`config.mk`:
```
export PLATFORM = sky130hd
export DESIGN_NAME = m68k_bus_target
export DESIGN_NICKNAME = d
export VERILOG_FILES = /design/src/rtl/m68k_bus_target.sv
export SDC_FILE = /design/constraint.sdc
export NUM_CORES = 1
export LEC_CHECK = 0
export ABC_AREA = 1
export CAP_MARGIN = 20
export CORE_ASPECT_RATIO = 1.75
export CORE_UTILIZATION = 47
export CTS_CLUSTER_SIZE = 28
export DETAILED_ROUTE_END_ITERATION = 6
export PLACE_DENSITY = 0.83
export RECOVER_POWER = 50
export SYNTH_ARGS = -nofsm -noshare
export SYNTH_HDL_FRONTEND = slang
export SYNTH_SLANG_ARGS = --single-unit
```
`constraint.sdc`:
```
create_clock -name sys_clk -period 4.3 [get_ports sys_clk]
set_input_delay 0.86 -clock sys_clk [delete_from_list [all_inputs] [get_ports sys_clk]]
set_output_delay 0.86 -clock sys_clk [all_outputs]
set_load 0.005 [all_outputs]
```
`src/rtl/m68k_bus_target.sv`:
```
// 68000-bus target: answers Amiga bus cycles that fall inside an address window
// by forwarding them to a local backend over a req/ack handshake.
module m68k_bus_target #(
  parameter logic [23:0] BASE_ADDR   = 24'hE80000,
  parameter int          WINDOW_BITS = 16,
  parameter int          TIMEOUT     = 255
) (
  input  logic                   sys_clk,
  input  logic                   sys_rst,
  input  logic                   as_n_in,
  input  logic                   uds_n_in,
  input  logic                   lds_n_in,
  input  logic                   rnw_in,
  input  logic [2:0]             fc_in,
  input  logic [23:1]            a_in,
  input  logic [15:0]            d_in,
  output logic [15:0]            d_out,
  output logic                   d_oe,
  output logic                   dtack_oe,
  output logic                   berr_oe,
  output logic                   be_req,
  output logic                   be_we,
  output logic [WINDOW_BITS-2:0] be_addr,
  output logic [1:0]             be_be,
  output logic [15:0]            be_wdata,
  input  logic                   be_ack,
  input  logic [15:0]            be_rdata
);

  localparam int CW = $clog2(TIMEOUT + 1);
  localparam logic [CW-1:0] TMAX = CW'(TIMEOUT);

  typedef enum logic [2:0] {
    S_IDLE, S_MISS, S_WAIT_DS, S_REQ, S_DRIVE, S_ACK, S_ERR
  } state_t;

  state_t        state_q;
  logic [3:0]    sync1_q, sync2_q;   // {as, uds, lds, rnw}
  logic          as_prev_q;
  logic [CW-1:0] cnt_q, cnt_d;
  logic          as_s, uds_s, lds_s, rnw_s, ds_low, hit;

  assign as_s   = sync2_q[3];
  assign uds_s  = sync2_q[2];
  assign lds_s  = sync2_q[1];
  assign rnw_s  = sync2_q[0];
  assign ds_low = ~uds_s | ~lds_s;
  // CPU-space (fc=7) cycles are never claimed, even inside the window.
  assign hit    = (a_in[23:WINDOW_BITS] == BASE_ADDR[23:WINDOW_BITS]) && (fc_in != 3'b111);
  assign cnt_d  = (cnt_q == TMAX) ? cnt_q : cnt_q + CW'(1);

  always_ff @(posedge sys_clk or posedge sys_rst) begin
    if (sys_rst) begin
      sync1_q   <= '1;
      sync2_q   <= '1;
      as_prev_q <= 1'b1;
      state_q   <= S_IDLE;
      cnt_q     <= '0;
      d_out     <= '0;
      d_oe      <= 1'b0;
      dtack_oe  <= 1'b0;
      berr_oe   <= 1'b0;
      be_req    <= 1'b0;
      be_we     <= 1'b0;
      be_addr   <= '0;
      be_be     <= '0;
      be_wdata  <= '0;
    end else begin
      sync1_q   <= {as_n_in, uds_n_in, lds_n_in, rnw_in};
      sync2_q   <= sync1_q;
      as_prev_q <= as_s;
      case (state_q)
        S_IDLE: begin
          // Address and FC are stable by the time the synchronised AS falls.
          if (as_prev_q && !as_s) begin
            be_addr <= a_in[WINDOW_BITS-1:1];
            state_q <= hit ? S_WAIT_DS : S_MISS;
          end
        end
        S_MISS: begin
          if (as_s) state_q <= S_IDLE;
        end
        S_WAIT_DS: begin
          if (as_s) begin
            state_q <= S_IDLE;
          end else if (ds_low) begin
            be_be  <= {~uds_s, ~lds_s};
            if (!rnw_s) be_wdata <= d_in;
            be_we   <= ~rnw_s;
            be_req  <= 1'b1;
            cnt_q   <= '0;
            state_q <= S_REQ;
          end
        end
        S_REQ: begin
          cnt_q <= cnt_d;
          // Priority: AS release (abort) > ack > timeout.
          if (as_s) begin
            be_req  <= 1'b0;
            state_q <= S_IDLE;
          end else if (be_ack) begin
            be_req <= 1'b0;
            if (be_we) begin
              dtack_oe <= 1'b1;
              state_q  <= S_ACK;
            end else begin
              d_out   <= be_rdata;
              d_oe    <= 1'b1;
              state_q <= S_DRIVE;
            end
          end else if (cnt_d == TMAX) begin
            be_req  <= 1'b0;
            berr_oe <= 1'b1;
            state_q <= S_ERR;
          end
        end
        S_DRIVE: begin
          if (as_s) begin
            d_oe    <= 1'b0;
            state_q <= S_IDLE;
          end else begin
            dtack_oe <= 1'b1;
            state_q  <= S_ACK;
          end
        end
        S_ACK: begin
          if (as_s) begin
            dtack_oe <= 1'b0;
            d_oe     <= 1'b0;
            state_q  <= S_IDLE;
          end
        end
        S_ERR: begin
          if (as_s) begin
            berr_oe <= 1'b0;
            state_q <= S_IDLE;
          end
        end
        default: state_q <= S_IDLE;
      endcase
    end
  end

endmodule

```
# == Yosys cells after proc, flatten, opt, wreduce, memory -nomap -nowiden ==
# Index checks and enable logic that the tools add are counted.
# word_totals
ff_bits,74
word_cells,102
# op_classes
reduce_logical,20
eq_ne,26
n_addsub,1
bitwise_logic,6
mux,35
# ops
cell,count
8-bit equality test (second input constant),3
3-bit 2-to-1 mux,8
8-bit 2-to-1 mux,3
2-bit != test (second input constant),12
1-bit 2-to-1 mux,17
8-bit case mux with 2 select lines,1
4-bit AND reduction,4
3-bit case mux with 5 select lines,1
5-bit AND reduction,2
3-bit equality test (second input constant),3
8-bit by 1-bit adder with 8-bit output (second input constant),1
3-bit by 2-bit equality test with 1-bit output (second input constant),2
3-bit != test (second input constant),2
1-bit case mux with 2 select lines,3
3-bit AND reduction,2
6-bit AND reduction,1
2-bit nonzero test,3
1-bit inverter,5
2-bit by 1-bit != test with 1-bit output (second input constant),2
4-bit != test (second input constant),1
3-bit by 1-bit equality test with 1-bit output (second input constant),1
3-bit zero test,1
1-bit case mux with 3 select lines,1
3-bit nonzero test,1
7 further kinds,8

# == Depth between registers and ports, before layout ==
# Gate-level depths: netlist (run 1).
# depth
depth_word,7
ltp_mapped,13
ltp_nobuf,13

# == Worst setup path before layout (run 1) ==
# No wires, ideal clock.
# synth_path
kind,reg-to-reg
start,register cnt_q[1]
end,register state_q[0]
path_slack_ns,2.579
t_required_ns,4.183
arrival_time_ns,1.603
period_less_slack_ns,1.721
path_stages_with_launch,13
path_buffers,0
path_cell_list,dfrtp_1 -> ha_1 -> nand2_1 -> nor2_1 -> nand2_1 -> o21ai_0 -> nand2_1 -> nor2_1 -> nand2_1 -> nand2_1 -> nand3_1 -> nand2_1 -> nand2_1
# synth_between
elab_chain_cells,5
word_cells_on_any_way,6
# synth_lines
item,line_no,rtl
start: declaration,40,"logic [CW-1:0] cnt_q, cnt_d;"
start signal: assignment,96,cnt_q <= cnt_d;
8-bit by 1-bit adder with 8-bit output / 8-bit equality test (equally long branches),50,assign cnt_d = (cnt_q == TMAX) ? cnt_q : cnt_q + CW'(1);
8-bit 2-to-1 mux (*),50,
8-bit equality test (*),111,end else if (cnt_d == TMAX) begin
4-bit != test (no source line) (*),n/a,
4-bit AND reduction (no source line) (*),n/a,
end signal: assignment,77,state_q <= hit ? S_WAIT_DS : S_MISS;
end: declaration,37,state_t state_q;
# Mark *: on every way between the ends. The rest lies on a longest branch, timed or not.
# A chain may end at the register's enable or synchronous reset.

==> metrics, run 1 <==
num rows 39; post-synthesis register bit count 74; initial antenna violation count 0; syn_area_per_cell 11.4 um2; top post-synthesis cells by area dfrtp_1 (52%), mux2_2 (14%), dfstp_2 (7.5%); P&R area growth vs syn 48.2%; Yosys top cell area share 0.518; HP Class reg -> reg; CTS max path bufs 2; CTS Buf Count 9; ant diodes 0; Int Pwr 1.52 mW; Reg clk slew, reported paths 0.05 ns; Routed WL per cell 14.3 um; wire length on met3 519 um; vias in the first global route 2485; worst vdd ir 0.453 mV; outcome complete, no violations; critical path startpoint sys_rst; Clock Latency Late Sink 0.33 ns; Clock Power Share 0.336; RR Startpoint sync2_q[3]; nets@finish 467; GP Congestion 0.940; Total Neg Setup Slack 0 ns; total track usage 0.219; synth unique cells 26; Mapped Nets 342; Worst Path Max Fanout 21; Vias 2457; placed inst area 0.00439 mm2; startpoint types primary input; largest net degree at the start of global routing 37; dominant cell type by area after synthesis dfrtp_1; Reg power frac 0.438; commonest cells after routing, fill and taps aside clkdlybuf4s50_1 (112), dfrtp_1 (65), nand2_1 (57); Initial Util 0.484; core area 0.00649 mm2; Sw Share 0.239; Slew Limit Fails 0; post-route antenna net violation count 0; H-tree Lvls 3; Max Freq 399 MHz; RSZ-0062 raised after global routing no; commonest non-fill, non-tap cell in the layout clkdlybuf4s50_1; Worst-Margin Slew 1.11 ns; clk sinks 74; Hold-fix buffers, CTS 0; Clock Skew 0.00663 ns; post-cts repair resize count 0; yosys warns 0; PortBufs 118; crit path DAT 2.78 ns; max-cap violation count 0; Slew HR 0.262; # IOs 119; postcts setup bufs 0; P_leak 2.10 nW; Cells after Synth 276; fin area 0.00465 mm2; Comb pwr share 0.226; root buffer cell clkbuf_16; Hold Crit Start sync1_q[2]; Initial DRC Count 136; die height 110 um; Seq/Total Area, Yosys 0.594; final cycle utilization of the critical path 0.582; routed wire length 7000 um; gr ovfl total 0; Mapped Area 0.00314 mm2; Req. time, crit path 4.57 ns; chip width 63.8 um; share of cells above drive strength 1 0.175; Die ar. 0.00702 mm2; Highest Signal Layer met4; PD cells 429 mW/mm2; met2 WL 3830 um; Critical Path End Type async pin; count of final setup violators 0; kind of critical path in -> async; first-pass detailed-route iteration total 7; drt drc 0; Net Sw Power 0.477 mW; DP Wirelength 5290 um; FF-to-FF setup slack 1.84 ns; final hold vios 0; vias per cell 5.03; Min Clock Period, post-route 2.50 ns; first-pass GRT wire length 11500 um; CTS tree yes; wl on met1 2550 um
[kinds of logic (layout without fill, tap and decap cells)]
| family | count (synthesis) | count (layout) | synth area share |
|---|---|---|---|
| adders and majority gates | 1 | 1 | 0.00399 |
| muxes | 47 | 47 | 0.179 |
| AOI/OAI and AO/OA | 19 | 19 | 0.0311 |
| xor gates and xnor gates | 2 | 2 | 0.00558 |
| DFF | 74 | 74 | 0.594 |
| and+or+nand+nor | 109 | 109 | 0.151 |
| buffers and inverters | 24 | 154 | 0.0355 |
[flip-flops by register name, indices dropped and copies added (netlist names)]
signal     count
d_out         16
be_wdata      16
state_q        3
dtack_oe       1
sync1_q        4
be_addr       15
be_be          2
be_we          1
as_prev_q      1
berr_oe        1
sync2_q        4
cnt_q          8
be_req         1
d_oe           1
[synth_stat cells]
library cell  instances
a21oi_1               4
buf_2                 2
buf_6                 1
buf_8                 1
clkbuf_1              2
clkinv_1              1
dfrtp_1              65
dfstp_2               9
ha_1                  1
inv_1                16
inv_2                 1
mux2_2               38
mux2_4                9
nand2_1              56
nand2_2               1
nand3_1              17
nand3_2               2
nand4_1               5
nor2_1               23
nor2_4                1
nor3_1                2
nor4_1                1
o211ai_1              1
o21ai_0              14
or2_1                 1
xor2_1                2
[metal layers]
metal	up-vias	track usage
li1	1175	-
met1	1191	0.245
met2	82	0.376
met3	9	0.0864
met4	0	0.0779
met5	-	0
[path summary, 6_finish.rpt]
path,cells past startpoint,endpoint
max in group sys_clk,6,be_wdata[10]
max reg2reg,6,be_wdata[10]
min,0,sync2_q[2]
min in group asynchronous,2,d_out[11]
min reg2reg,0,sync2_q[2]
max,3,be_wdata[10]
[worst max-delay path, stage by stage]
cell	delay, ns
dlygate4sd3_1	0.53
inv_1	0.49
clkbuf_1	0.89
[power by group through the flow]
stage          sequential (mW)  clock (mW)  combinational [mW]
6_report                 0.874       0.669               0.451
5_1_grt                  0.890       0.717               0.488
4_1_cts                  0.874       0.681               0.459
3_5_place_dp             0.884           0               0.456
3_3_place_gp             0.880           0               0.449
2_1_floorplan            0.885           0               0.166
[final cells by class]
| class | count | area, um2 |
|---|---|---|
| clock buffers | 14 | 254 |
| clock inverters | 2 | 13.8 |
| fillers | 458 | 1840 |
| inverters | 18 | 67.6 |
| multi-input cells | 178 | 1160 |
| flip-flops and latches | 74 | 1860 |
| well taps | 82 | 103 |
| repair buffers | 120 | 1190 |
[per-stage QoR]
step / std cells / power (mW) / setup WS (ns) / utilization / hold WS, ns
after floorplan: 276 / 1.05 / 1.57 / - / 0.345
after global placement: 472 / 1.33 / 2.00 / 0.677 / 0.346
after detailed placement: 472 / 1.34 / 1.97 / 0.677 / 0.348
after CTS: 488 / 2.01 / 2.07 / 0.718 / 0.356
after global routing: 488 / 2.09 / 1.40 / 0.716 / 0.361
final: 488 / 1.99 / 1.80 / 0.716 / 0.354
(Power assumes the default switching activity.)
==> run 2, diff against run 1 <==
CORE_UTILIZATION = 40   (was 47)
PLACE_DENSITY = 0.75   (was 0.83)
clock period = 2.2 ns   (was 4.3 ns; I/O delays follow)
==> metrics, run 2 (synthesized netlist as in run 1, its figures left out) <==
final hold vios 0; chip width 69.0 um; CTS Buf Count 9; crit path DAT 2.29 ns; Critical Path End Type flip-flop; worst vdd ir 0.758 mV; count of final setup violators 0; PortBufs 118; critical path startpoint sync2_q[3]; Clock Latency Late Sink 0.33 ns; routed wire length 7260 um; Die ar. 0.00822 mm2; total track usage 0.195; Min Clock Period, post-route 2.08 ns; # fillers 664; Reg clk slew, reported paths 0.06 ns; Clock Skew 0.00738 ns; RR Startpoint sync2_q[3]; num rows 42; P_leak 2.14 nW; Hold-fix buffers, CTS 0; outcome complete, no violations; Design Power 3.99 mW; core area 0.00757 mm2; initial antenna violation count 0; # IOs 119; Layout Utilization 0.623; FF-to-FF setup slack 0.12 ns; CTS tree yes; R2R Path End be_wdata[13]; HP Class reg -> reg; post-route antenna net violation count 0; Worst-Margin Slew 0.922 ns; kind of critical path reg -> reg; P&R area growth vs syn 50.1%; R2R depth 7; CP Capture Point be_wdata[13]; Slew Limit Fails 0; largest registers be_wdata: 16 flops, d_out: 16 flops, be_addr: 15 flops; clk sinks 74; DP Wirelength 5320 um; Initial Util 0.415; first-pass detailed-route iteration total 4; GP Congestion 0.898; CTS max path bufs 2; Req. time, crit path 2.41 ns; setup ws final 0.120 ns; Vias 2495; DP Worst Slack 0.244 ns; largest net degree at the start of global routing 35; H-tree Lvls 3; PD cells 847 mW/mm2; Initial DRC Count 135; Total Neg Setup Slack 0 ns; vias in the first global route 2514; final cycle utilization of the critical path 0.945; max-cap violation count 0; root buffer cell clkbuf_16; share of cells above drive strength 1 0.190; first-pass GRT wire length 11800 um; Slew HR 0.382; Max Freq 481 MHz; Routed WL per cell 14.6 um; nets@finish 472; drt drc 0; vias per cell 5.00; startpoint types flip-flop; die height 119 um; postcts setup bufs 0; commonest cells after routing, fill and taps aside clkdlybuf4s50_1 (107), dfrtp_1 (65), nand2_1 (55); Worst Path Max Fanout 17; ant diodes 0; RSZ-0062 raised after global routing no; gr ovfl total 0; commonest non-fill, non-tap cell in the layout clkdlybuf4s50_1
## run 2: final cells by class
cell class / count / area, um2 / area share
multi-input cells: 178 / 1160 / 0.246
inverters: 18 / 68.8 / 0.0146
flip-flops and latches: 74 / 1860 / 0.395
repair buffers: 125 / 1230 / 0.261
clock inverters: 3 / 42.5 / 0.00903
well taps: 88 / 110 / 0.0234
clock buffers: 13 / 240 / 0.0510
## run 2: worst max-delay path, cell delays in order, from the launching register on
cell	delay, ns
dfstp_1	0.67
nor2_4	0.07
nand3_1	0.13
inv_1	0.10
nand2_2	0.21
or2_1	0.14
buf_4	0.27
mux2_2	0.37
## run 2: what timing repair did
action	CTS	global route
gates resized for setup	0	2
endpoints found under the setup margin	0	2
hold endpoints to repair	0	0
## run 2: worst min path at each step
stage	start	to	slack [ns]	cells after the start
2_1_floorplan	sync1_q[0]	sync2_q[0]	0.35	0
3_3_place_gp	sync1_q[3]	sync2_q[3]	0.35	0
3_5_place_dp	sync1_q[1]	sync2_q[1]	0.35	0
4_1_cts	sync1_q[0]	sync2_q[0]	0.35	0
5_1_grt	sync1_q[0]	sync2_q[0]	0.36	0
6_report	sync1_q[1]	sync2_q[1]	0.35	0
## run 2: power breakdown
group / switching (mW) / internal (mW)
combinational: 0.299 / 0.589
clock: 0.514 / 0.877
sequential: 0.132 / 1.58
total: 0.945 / 3.04
## run 2: per-layer routing
layer | GRT usage | share of wire | wire length (um) | vias up
met5 | 0 | 0 | 0 | -
met4 | 0.0778 | 0.016 | 118 | 0
met3 | 0.0584 | 0.064 | 462 | 13
met2 | 0.320 | 0.54 | 3930 | 99
met1 | 0.229 | 0.38 | 2750 | 1202
li1 | - | - | - | 1181
## run 2: through the flow
step | hold slack [ns] | instance area (um2) | instances
6_report | 0.354 | 4710 | 499
5_1_grt | 0.356 | 4710 | 499
4_1_cts | 0.355 | 4740 | 499
3_5_place_dp | 0.347 | 4450 | 483
3_3_place_gp | 0.346 | 4450 | 483
2_1_floorplan | 0.345 | 3140 | 276
==> run 3, diff against run 2 <==
CAP_MARGIN = 30   (was 20)
==> results of run 3 <==
Final layout, timing and power as in run 2 (identical DEF).
